===== src/rtl/hs32_wb_arbiter.sv =====
// hs32_wb_arbiter: writeback arbiter and register scoreboard for the HS32 core.
// Grants one of the ALU / LSU writeback requests per cycle, registers the winner
// onto the register file's single write port, and tracks per-register busy bits.
// Optional feature macro: HS32_WB_ARBITER_RR_EN (round-robin arbitration instead
// of fixed LSU priority).
module hs32_wb_arbiter #(
    parameter int unsigned RESET = 1
) (
    input  logic        clk,
    input  logic        reset,

    input  logic        alu_valid_i,
    output logic        alu_ready_o,
    input  logic [3:0]  alu_addr_i,
    input  logic        alu_bank_i,
    input  logic        alu_lo_i,
    input  logic [31:0] alu_data_i,

    input  logic        lsu_valid_i,
    output logic        lsu_ready_o,
    input  logic [3:0]  lsu_addr_i,
    input  logic        lsu_bank_i,
    input  logic        lsu_lo_i,
    input  logic [31:0] lsu_data_i,

    input  logic        sb_set_i,
    input  logic [3:0]  sb_addr_i,
    input  logic        sb_bank_i,
    output logic [23:0] busy_o,

    output logic [3:0]  wp_addr_o,
    output logic [31:0] wp_data_o,
    output logic        wp_we1_o,
    output logic        wp_we2_o,
    output logic        wp_wel_o,
    output logic        err_o
);

    // Busy-vector bit for (addr, bank): bank 0 -> [15:0], bank 1 -> [23:16] by addr[2:0].
    function automatic logic [4:0] sb_index(input logic [3:0] addr, input logic bank);
        if (bank) begin
            sb_index = {2'b10, addr[2:0]};
        end else begin
            sb_index = {1'b0, addr};
        end
    endfunction

    logic        alu_grant;
    logic        lsu_grant;
    logic        accept;
    logic [3:0]  sel_addr;
    logic        sel_bank;
    logic        sel_lo;
    logic [31:0] sel_data;

    logic        we1_q;
    logic        we2_q;
    logic        wel_q;
    logic [3:0]  addr_q;
    logic [31:0] data_q;

    logic [23:0] busy_q;
    logic [23:0] busy_d;
    logic [23:0] clr_mask;
    logic [23:0] set_mask;
    logic        err_q;
    logic        err_d;

`ifdef HS32_WB_ARBITER_RR_EN
    typedef enum logic {PrefAlu, PrefLsu} rr_state_e;
    rr_state_e rr_q;
    rr_state_e rr_d;

    // Round-robin pointer register; resets to prefer the ALU.
    always_ff @(posedge clk) begin
        if (reset) begin
            rr_q <= PrefAlu;
        end else begin
            rr_q <= rr_d;
        end
    end

    // Grant decode and pointer update: contention goes to the preferred side, which
    // then hands preference to the other; a lone requester leaves the pointer alone.
    always_comb begin
        alu_grant = 1'b0;
        lsu_grant = 1'b0;
        rr_d      = rr_q;
        if (!reset) begin
            if (alu_valid_i && lsu_valid_i) begin
                if (rr_q == PrefAlu) begin
                    alu_grant = 1'b1;
                    rr_d      = PrefLsu;
                end else begin
                    lsu_grant = 1'b1;
                    rr_d      = PrefAlu;
                end
            end else begin
                alu_grant = alu_valid_i;
                lsu_grant = lsu_valid_i;
            end
        end
    end
`else
    // Fixed priority grant: the LSU always wins, so the ALU can starve.
    always_comb begin
        alu_grant = 1'b0;
        lsu_grant = 1'b0;
        if (!reset) begin
            lsu_grant = lsu_valid_i;
            alu_grant = alu_valid_i && !lsu_valid_i;
        end
    end
`endif

    assign alu_ready_o = alu_grant;
    assign lsu_ready_o = lsu_grant;
    assign accept      = alu_grant || lsu_grant;

    // Winner mux feeding the write-port registers.
    always_comb begin
        sel_addr = alu_addr_i;
        sel_bank = alu_bank_i;
        sel_lo   = alu_lo_i;
        sel_data = alu_data_i;
        if (lsu_grant) begin
            sel_addr = lsu_addr_i;
            sel_bank = lsu_bank_i;
            sel_lo   = lsu_lo_i;
            sel_data = lsu_data_i;
        end
    end

    // Write-port registers: enables pulse for one cycle per accept, payload holds otherwise.
    always_ff @(posedge clk) begin
        if (reset) begin
            we1_q <= 1'b0;
            we2_q <= 1'b0;
            if (RESET != 0) begin
                wel_q  <= 1'b0;
                addr_q <= 4'd0;
                data_q <= 32'd0;
            end
        end else begin
            we1_q <= accept && !sel_bank;
            we2_q <= accept && sel_bank;
            if (accept) begin
                wel_q  <= sel_lo;
                addr_q <= sel_addr;
                data_q <= sel_data;
            end
        end
    end

    // Scoreboard next state: clear the bit being written this edge, then apply the
    // issue-side set so a newer instruction's pending mark survives a same-edge clear.
    always_comb begin
        clr_mask = '0;
        set_mask = '0;
        if (we1_q || we2_q) begin
            clr_mask = 24'd1 << sb_index(addr_q, we2_q);
        end
        if (sb_set_i) begin
            set_mask = 24'd1 << sb_index(sb_addr_i, sb_bank_i);
        end
        busy_d = (busy_q & ~clr_mask) | set_mask;
        err_d  = err_q || (|(busy_q & set_mask & ~clr_mask));
    end

    // Scoreboard state; with RESET=0 the busy bits survive reset.
    always_ff @(posedge clk) begin
        if (reset) begin
            if (RESET != 0) begin
                busy_q <= '0;
            end
        end else begin
            busy_q <= busy_d;
        end
    end

    // Sticky double-set error flag, cleared only by reset.
    always_ff @(posedge clk) begin
        if (reset) begin
            err_q <= 1'b0;
        end else begin
            err_q <= err_d;
        end
    end

    // Enables are masked during reset so an in-flight write never reaches the file.
    assign wp_we1_o  = we1_q && !reset;
    assign wp_we2_o  = we2_q && !reset;
    assign wp_wel_o  = wel_q;
    assign wp_addr_o = addr_q;
    assign wp_data_o = data_q;
    assign busy_o    = busy_q;
    assign err_o     = err_q;

endmodule


===== config.mk =====
export PLATFORM = sky130hd
export DESIGN_NAME = hs32_wb_arbiter
export DESIGN_NICKNAME = d
export VERILOG_FILES = /design/src/rtl/hs32_wb_arbiter.sv
export SDC_FILE = /design/constraint.sdc
export NUM_CORES = 1
export LEC_CHECK = 0
export ABC_AREA = 1
export CORE_MARGIN = 4
export CORE_UTILIZATION = 43
export CTS_CLUSTER_DIAMETER = 40
export DETAILED_ROUTE_END_ITERATION = 8
export GPL_ROUTABILITY_DRIVEN = 0
export GPL_TIMING_DRIVEN = 0
export MAX_ROUTING_LAYER = met4
export PLACE_DENSITY = 0.95
export REMOVE_ABC_BUFFERS = 1
export SLEW_MARGIN = 20
export SYNTH_ARGS = -nofsm -noshare
export SYNTH_HDL_FRONTEND = slang
export SYNTH_SLANG_ARGS = --single-unit

===== constraint.sdc =====
create_clock -name clk -period 2.6 [get_ports clk]
set_clock_uncertainty 0.05 [all_clocks]
set_input_delay 0.52 -clock clk [delete_from_list [all_inputs] [get_ports clk]]
set_output_delay 0.52 -clock clk [all_outputs]
set_load 0.02 [all_outputs]

==> results.yml, run 1 <==
pwr:
  intPower_w: 0.00168
  comb_power_share_pct: 20.0
  swShare_pct: 27.5
  irDropWorstVdd_mv: 0.287
  switchingPower_w: 0.000637
  p_leak_nw: 1.73
  clkPwrFrac_pct: 34.3
  power-per-cell-area_nw_per_um2: 500
  seq_power_share_pct: 45.8
logic_synthesis:
  synth_area_leaders: "dfxtp_1 44%, nand2_1 13%, nor2_1 8.7%"
  synth-main-ff-cell: "dfxtp_1"
  synth_warnings: 0
  synth_top_area_share_pct: 43.6
  ys_types: 23
  ys_ff_latch: 64
  synth.most_common_cell: "nand2_1"
  synth_area_um2: 2940
  synth_area_per_cell_um2: 7.17
  synthTopCellsByCount: "104 x nand2_1, 68 x nor2_1, 64 x dfxtp_1, 47 x a21oi_1, 34 x nand3_1"
  async_reset_ff_share_pct: 0
  synth_edf_count: 0
  netlist_instances: 410
  seq_area_frac_synth_pct: 43.6
  synth_area_leader_cell: "dfxtp_1"
timing:
  holdWs_ns: 0.418
  relSlewSlack_pct: 59.6
  finalSetupViolCount: 0
  rsz0062_at_grt: "no"
  hold_viol_final: 0
  finalCritPeriodShare_pct: 97.0
  clock.fmax_ghz: 0.396
  fin_crit_ns: 2.52
  layout_setup_ws_ns: 0.0768
  worst_slew_pin_slew_ns: 0.606
  drv_slew: 0
layout:
  drive_gt1_share_pct: 5.89
  final_nets: 641
  n_antenna_cell: 0
  final_area_um2: 4640
  area_growth_pct: 57.7
  fillerInstances: 460
place:
  dp_slack_ns: -0.245
  placed_area_um2: 4440
  port_buffers: 151
  hpwl_um: 7590
grt:
  grt_pass1_wl_um: 15800
  grt_remaining_overflow: 0
  grtUsageTotal_pct: 24.7
  grt_max_degree: 41
  grt_pass1_vias: 3328
  antenna_found_initial: 0
clock_tree:
  cts_tree: "yes"
  numCtsBuffers: 9
  cts_max_level: 3
  clk_pin_slew_ns: 0.07
  clock_sinks: 64
  clk_latency_ns: 0.34
  cts_hold_buffers: 0
  ctsResizeCount: 4
  ctsRootBufferMaster: "clkbuf_8"
  clk_path_buf_depth: 2
  post_cts_buffers: 0
die:
  start_util_pct: 45.3
  fp.coreArea_um2: 6490
  die_area_um2: 8220
  fp.dieW_um: 90.7
  die_y_um: 90.7
  ioPinCount: 152
  std_cell_rows: 29
critical_path:
  r2r-end: "err_o"
  endpoint: "alu_ready_o"
  reg2reg_slack_ns: 0.92
  end_kind: "output port"
  start_kind: "primary input"
  crit_path_start: "lsu_valid_i"
  crit_chain: "clkdlybuf4s50_1 -> inv_1 -> nand3_2 -> inv_8 -> dlygate4sd2_1"
  crit_arrival_ns: 1.95
  crit_path_max_fanout: 34
  r2r_cells: 10
  cp.required_ns: 2.03
  critical_path_class: "in2out"
  max_stage_delay_ns: 0.41
  slowest_stage: "clkdlybuf4s50_1"
  rr_startpoint: "we2_q"
min_path:
  hp-class: "reg2reg"
routing:
  drt_drc_violations_left: 0
  ant_nets: 0
  vias: 3527
  firstDrtPassIters: 6
  drt_iter0_markers: 227
  wl_per_cell_um: 16.1
  wl_um: 10200
  vias_per_cell: 5.54
outcome:
  status: "finished, final reports clean"
flow_run:
  maxCapViolCount: 0
[registers in the layout, summed over array words and instances, names as in the netlist]
signal     cells
wp_data_o     32
we1_q          1
we2_q          1
busy_o        24
wp_addr_o      4
err_o          1
wp_wel_o       1
[metrics by stage]
stage	power [W]	utilization [%]	TNS [ns]	cells
2_1_floorplan	0.00125	-	0	391
3_3_place_gp	0.00152	68.1	-71.57	619
3_5_place_dp	0.00154	68.3	-0.441	620
4_1_cts	0.00232	71.4	0	637
5_1_grt	0.00241	71.4	0	637
6_report	0.00232	71.4	0	637
[placed cells by master, fill, tap and decap left out]
cell type and n:
inv_4 1, nand2_2 3, inv_8 1, nor2_2 1
dfxtp_1 64, nand3_2 1, inv_1 13, inv_2 3
nor2_8 2, or2_1 1, clkdlybuf4s50_1 148, clkinv_2 3
nor2_1 68, dlygate4sd2_1 2, clkbuf_1 1, o21ai_0 6
buf_12 1, nor2_4 3, a22oi_1 21, or2_2 1
nand2_1 104, nand3_1 34, clkbuf_8 12, a21oi_1 47
nand4_1 3, buf_2 1, a31oi_1 15
[worst max-delay path: cells and delay by family]
kind	cells	cell delay (ns)
and+or+nand+nor	1	0.18
buffers and inverters	4	1.24
[cells by family after synthesis]
kind of cell / after synthesis / synth area share (%)
and+or+nand+nor: 220 / 32.1
AOI/OAI and AO/OA: 89 / 17.6
DFF: 64 / 43.6
buffers and inverters: 37 / 6.72
[final cells by class]
cell class	count	area (um2)	share of cell area, %
clock buffer	13	169	3.64
clock inverter	3	15.0	0.324
inverter	18	77.6	1.67
multi-input combinational	310	1470	31.8
sequential	64	1280	27.6
tap	77	96.3	2.08
timing repair buffer	152	1520	32.9
[power groups by stage]
stage,Sequential (W),Clock [W],Combinational [W]
after floorplan,0.00113,0,0.000127
after global placement,0.00108,0,0.000444
after detailed placement,0.00108,0,0.000457
after CTS,0.00106,0.000798,0.000462
after global routing,0.00107,0.000854,0.000491
final,0.00106,0.000795,0.000463
[worst min-delay path by stage]
stage / to / cells after the start / start / slack (ns)
2_1_floorplan: wp_data_o[0] / 2 / wp_data_o[0] / 0.49
3_3_place_gp: wp_data_o[31] / 2 / wp_data_o[31] / 0.40
3_5_place_dp: wp_data_o[31] / 2 / wp_data_o[31] / 0.41
4_1_cts: wp_data_o[31] / 2 / wp_data_o[31] / 0.42
5_1_grt: wp_data_o[13] / 2 / wp_data_o[13] / 0.44
6_report: wp_data_o[31] / 2 / wp_data_o[31] / 0.42
[layer usage]
layer | wire, um | part of all wire [%] | track usage (%)
met1 | 3770 | 37 | 25.7
met2 | 5090 | 50 | 42.8
met3 | 1150 | 11 | 8.08
met4 | 231 | 2.3 | 9.95
met5 | 0 | 0 | -
(Power assumes the default switching activity.)
==> run 2, diff against run 1 <==
--- a/config.mk
+++ b/config.mk
@@ -14,6 +14,7 @@
 export GPL_TIMING_DRIVEN = 0
 export MAX_ROUTING_LAYER = met4
 export PLACE_DENSITY = 0.95
+export RECOVER_POWER = 100
 export REMOVE_ABC_BUFFERS = 1
 export SLEW_MARGIN = 20
 export SYNTH_ARGS = -nofsm -noshare
==> run 2 against run 1 <==
Against the previous run:
- core utilization unchanged
- critical path depth is the same
- register-to-register slack improved by 0.03 ns
- cell area did not move
- critical endpoint unchanged
==> results.yml, run 2 (same netlist as run 1, synthesis figures left out) <==
place:
  dp_slack_ns: -0.245
  hpwl_um: 7590
  port_buffers: 151
  placed_area_um2: 4440
  dp_cells: 620
critical_path:
  end_kind: "output port"
  crit_arrival_ns: 1.95
  slowest_stage: "clkdlybuf4s50_1"
  r2r-end: "err_o"
  cp_top_family: "buffers and inverters"
  start_kind: "primary input"
  crit_chain: "clkdlybuf4s50_1 -> inv_1 -> nand3_2 -> inv_8 -> dlygate4sd2_1"
  cp.required_ns: 2.03
  crit_path_start: "lsu_valid_i"
  rr_startpoint: "we2_q"
  r2r_cells: 10
  reg2reg_slack_ns: 0.95
  critical_path_class: "in2out"
  path_buf_inv: 4
  crit_path_max_fanout: 34
  endpoint: "alu_ready_o"
  path_depth: 5
  max_stage_delay_ns: 0.41
timing:
  clock.fmax_ghz: 0.397
  fin_crit_ns: 2.52
  finalSetupViolCount: 0
  final.setup.tns_ns: 0
  worst_slew_pin_slew_ns: 0.680
  hold_viol_final: 0
  layout_setup_ws_ns: 0.0781
  relSlewSlack_pct: 54.6
  finalCritPeriodShare_pct: 97.0
  drv_slew: 0
  rsz0062_at_grt: "no"
clock_tree:
  clk_latency_ns: 0.34
  clk_path_buf_depth: 2
  ctsRootBufferMaster: "clkbuf_8"
  clk_pin_slew_ns: 0.07
  cts_hold_buffers: 0
  cts_max_level: 3
  clock_sinks: 64
  post_cts_buffers: 0
  cts_tree: "yes"
  ctsResizeCount: 4
  numCtsBuffers: 9
grt:
  grt_most_used_layer: "met2"
  grt_pass1_vias: 3328
  grtUsageTotal_pct: 24.7
  grt_max_degree: 41
  use_met3_pct: 8.08
  grtUsageMet2_pct: 42.8
  grt_remaining_overflow: 0
  grt_util_met1_pct: 25.7
  antenna_found_initial: 0
  grt_pass1_wl_um: 15800
routing:
  vias: 3517
  wl_per_cell_um: 16.0
  drt_drc_violations_left: 0
  ant_nets: 0
  firstDrtPassIters: 7
  vias_per_cell: 5.52
  drt_iter0_markers: 226
  wl_um: 10200
flow_run:
  maxCapViolCount: 0
die:
  die_y_um: 90.7
  fp.dieW_um: 90.7
  ioPinCount: 152
  start_util_pct: 45.3
  fp.coreArea_um2: 6490
  std_cell_rows: 29
  die_area_um2: 8220
outcome:
  status: "finished, final reports clean"
layout:
  layout_common_cells: "104 x nand2_1, 83 x clkdlybuf4s50_1, 68 x nor2_1, 65 x dlygate4sd3_1, 64 x dfxtp_1"
  final_area_um2: 4640
  area_growth_pct: 57.7
  n_antenna_cell: 0
  fin_cells: 637
  final_nets: 641
  mostFrequentLayoutCell: "nand2_1"
  largest_register_ffs: 32
  fillerInstances: 460
  drive_gt1_share_pct: 5.71
pwr:
  irDropWorstVdd_mv: 0.287
  power-per-cell-area_nw_per_um2: 495
  p_leak_nw: 1.92
  p_total_w: 0.00229
min_path:
  hp-class: "reg2reg"
[run 2: changes by cell type in the layout (fill, tap and decap cells not counted), sizes merged]
cell	previous run	this run
buf	2	1
dlygate4sd3	0	65
clkdlybuf4s50	148	83
clkbuf	13	14
[run 2: per-stage QoR]
| stage | utilization [%] | hold WS, ns |
|---|---|---|
| 5_1_grt | 71.4 | 0.437 |
| 3_5_place_dp | 68.3 | 0.408 |
| 6_report | 71.4 | 0.415 |
| 2_1_floorplan | - | 0.488 |
| 4_1_cts | 71.4 | 0.418 |
| 3_3_place_gp | 68.1 | 0.402 |
[run 2: how the worst min path moves through the flow]
stage | start | slack, ns | cells after the start | endpoint
5_1_grt | wp_data_o[13] | 0.44 | 2 | wp_data_o[13]
6_report | wp_data_o[31] | 0.41 | 2 | wp_data_o[31]
3_5_place_dp | wp_data_o[31] | 0.41 | 2 | wp_data_o[31]
4_1_cts | wp_data_o[31] | 0.42 | 2 | wp_data_o[31]
3_3_place_gp | wp_data_o[31] | 0.40 | 2 | wp_data_o[31]
2_1_floorplan | wp_data_o[0] | 0.49 | 2 | wp_data_o[0]
[run 2: routing by layer]
| metal | part of all wire [%] | wire length (um) |
|---|---|---|
| met5 | 0 | 0 |
| met4 | 2.7 | 279 |
| met3 | 9.4 | 959 |
| met2 | 50 | 5030 |
| met1 | 38 | 3890 |
[run 2: final cells by class]
type | count | area [um2] | share of cell area (%)
well taps | 77 | 96.3 | 2.08
repair buffers | 152 | 1520 | 32.9
inverters | 18 | 77.6 | 1.67
clock buffers | 13 | 169 | 3.64
flip-flops and latches | 64 | 1280 | 27.6
multi-input cells | 310 | 1470 | 31.8
clock inverters | 3 | 15.0 | 0.324
[run 2: where the power goes]
group / leakage, nW / total (W) / internal (W) / switching [W]
sequential: 0.523 / 0.00106 / 0.00103 / 0.0000342
combinational: 1.30 / 0.000447 / 0.000222 / 0.000225
clock: 0.0992 / 0.000788 / 0.000420 / 0.000368
total: 1.92 / 0.00229 / 0.00167 / 0.000628
[run 2: worst min-delay path: stages (launching register included)]
cell	delay [ns]
dfxtp_1	0.31
nand2_1	0.06
a21oi_1	0.05
==> run 3, diff against run 2 <==
--- a/config.mk
+++ b/config.mk
@@ -6,6 +6,7 @@
 export NUM_CORES = 1
 export LEC_CHECK = 0
 export ABC_AREA = 1
+export CAP_MARGIN = 0
 export CORE_MARGIN = 4
 export CORE_UTILIZATION = 43
 export CTS_CLUSTER_DIAMETER = 40
@@ -13,7 +14,7 @@
 export GPL_ROUTABILITY_DRIVEN = 0
 export GPL_TIMING_DRIVEN = 0
 export MAX_ROUTING_LAYER = met4
-export PLACE_DENSITY = 0.95
+export PLACE_DENSITY = 0.92
 export RECOVER_POWER = 100
 export REMOVE_ABC_BUFFERS = 1
 export SLEW_MARGIN = 20
==> run 3 against run 2 <==
Against the previous run:
- hold slack lost 0.00081 ns
- power is 1.4% lower
- register-to-register slack worse by 0.12 ns
- final cell count shrank 0.31%
- sequential cell count unchanged
- fmax fell by 0.54%
- wire length grew 2.3%
- core utilization decreased by 0.58 points
- clock-buffer cell count up 2
- via count decreased by 0.45%
- critical path type unchanged
- critical endpoint unchanged
- largest power group unchanged
==> results.yml, run 3 (same netlist as run 1, synthesis figures left out) <==
pwr:
  switchingPower_w: 0.000622
  seq_power_share_pct: 46.8
  p_leak_nw: 1.90
  clkPwrFrac_pct: 33.5
  swShare_pct: 27.5
  p_total_w: 0.00226
  intPower_w: 0.00164
  irDropWorstVdd_mv: 0.289
  comb_power_share_pct: 19.7
  power-per-cell-area_nw_per_um2: 492
critical_path:
  start_kind: "primary input"
  critical_path_class: "in2out"
  end_kind: "output port"
  cp_top_family: "buffers and inverters"
  crit_chain: "clkdlybuf4s50_1 -> inv_1 -> nand3_2 -> inv_6 -> dlygate4sd2_1"
  crit_path_max_fanout: 34
  crit_arrival_ns: 1.97
  path_buf_inv: 4
  slowest_stage: "clkdlybuf4s50_1"
  max_stage_delay_ns: 0.40
  cp.required_ns: 2.03
grt:
  grt_max_degree: 64
  grt_pass1_vias: 3472
  grt_remaining_overflow: 0
  grt_pass1_wl_um: 16100
  grtUsageTotal_pct: 25.3
  antenna_found_initial: 0
timing:
  drv_slew: 0
  fin_crit_ns: 2.54
  hold_viol_final: 0
  relSlewSlack_pct: 51.4
  rsz0062_at_grt: "no"
  final.setup.tns_ns: 0
  finalSetupViolCount: 0
  worst_slew_pin_slew_ns: 0.729
  layout_setup_ws_ns: 0.0644
  clock.fmax_ghz: 0.394
  finalCritPeriodShare_pct: 97.5
routing:
  drt_iter0_markers: 192
  firstDrtPassIters: 5
  wl_per_cell_um: 16.4
  ant_nets: 0
  wl_um: 10400
  vias_per_cell: 5.51
  drt_drc_violations_left: 0
  vias: 3501
layout:
  mostFrequentLayoutCell: "nand2_1"
  n_antenna_cell: 0
  drive_gt1_share_pct: 4.84
  largest_register_ffs: 32
  final_nets: 640
  layout_common_cells: "104 x nand2_1, 83 x clkdlybuf4s50_1, 68 x nor2_1, 65 x dlygate4sd3_1, 64 x dfxtp_1"
  fillerInstances: 508
  area_growth_pct: 56.4
place:
  hpwl_um: 7620
  port_buffers: 151
  dp_slack_ns: -0.243
clock_tree:
  ctsRootBufferMaster: "clkbuf_8"
  cts_tree: "yes"
  clk_path_buf_depth: 2
  cts_max_level: 3
  clk_latency_ns: 0.34
  clock_sinks: 64
  cts_hold_buffers: 0
  numCtsBuffers: 9
  post_cts_buffers: 0
  clk_pin_slew_ns: 0.06
die:
  std_cell_rows: 29
  ioPinCount: 152
  fp.coreArea_um2: 6490
  fp.dieW_um: 90.7
  start_util_pct: 45.3
  die_y_um: 90.7
  die_area_um2: 8220
outcome:
  status: "finished, final reports clean"
flow_run:
  maxCapViolCount: 0
min_path:
  hp-class: "reg2reg"
[run 3: changes by cell type in the layout (fill, tap and decap cells not counted), sizes merged]
cell / delta
clkbuf: +1
clkinv: -3
[run 3: power groups by stage]
| stage | Combinational [W] | Clock [W] | Sequential (W) |
|---|---|---|---|
| CTS | 0.000461 | 0.000768 | 0.00106 |
| global route | 0.000473 | 0.000807 | 0.00107 |
| finish | 0.000445 | 0.000757 | 0.00106 |
| detailed placement | 0.000455 | 0 | 0.00108 |
| floorplan | 0.000127 | 0 | 0.00113 |
| global placement | 0.000445 | 0 | 0.00108 |
[run 3: path summary, 6_finish.rpt]
path	cells after the start	start	slack (ns)	endpoint
setup reg to reg	9	wp_addr_o[2]	0.83	err_o
hold / removal	2	wp_data_o[27]	0.41	wp_data_o[27]
hold reg to reg	2	wp_data_o[27]	0.41	wp_data_o[27]
setup / recovery	5	lsu_valid_i	0.06	alu_ready_o
[run 3: worst reg2reg max path: cells and delay by family, from the launching register on]
family / cells / cell delay [ns]
AND/OR/NAND/NOR: 7 / 0.84
flip-flops: 1 / 0.55
buffers and inverters: 1 / 0.13
AO/OA/AOI/OAI: 1 / 0.07
[run 3: through the flow]
step | instance area (um2) | cells | hold slack [ns] | utilization (%)
2_1_floorplan | 2820 | 391 | 0.488 | -
3_3_place_gp | 4420 | 619 | 0.402 | 68.1
3_5_place_dp | 4420 | 619 | 0.406 | 68.1
4_1_cts | 4600 | 635 | 0.416 | 70.8
5_1_grt | 4600 | 635 | 0.439 | 70.8
6_report | 4600 | 635 | 0.414 | 70.8
[run 3: repair_timing]
item,CTS,global route
resized for setup,3,0
endpoints found under the setup margin,2,0
hold endpoints to repair,0,0
[run 3: layer usage]
metal,global-route usage [%],part of all wire [%],up-vias
met2,44.7,52,227
met3,4.50,8.1,35
met5,-,0,-
met4,15.1,3.8,0
li1,-,-,1663
met1,26.1,37,1576
[run 3: final cells by class]
class | instances | area, um2 | share of cell area [%]
Timing Repair Buffer | 151 | 1510 | 32.8
Multi-Input combinational cell | 310 | 1470 | 32.0
Sequential cell | 64 | 1280 | 27.9
Clock buffer | 15 | 166 | 3.62
Tap cell | 77 | 96.3 | 2.10
Inverter | 18 | 75.1 | 1.63
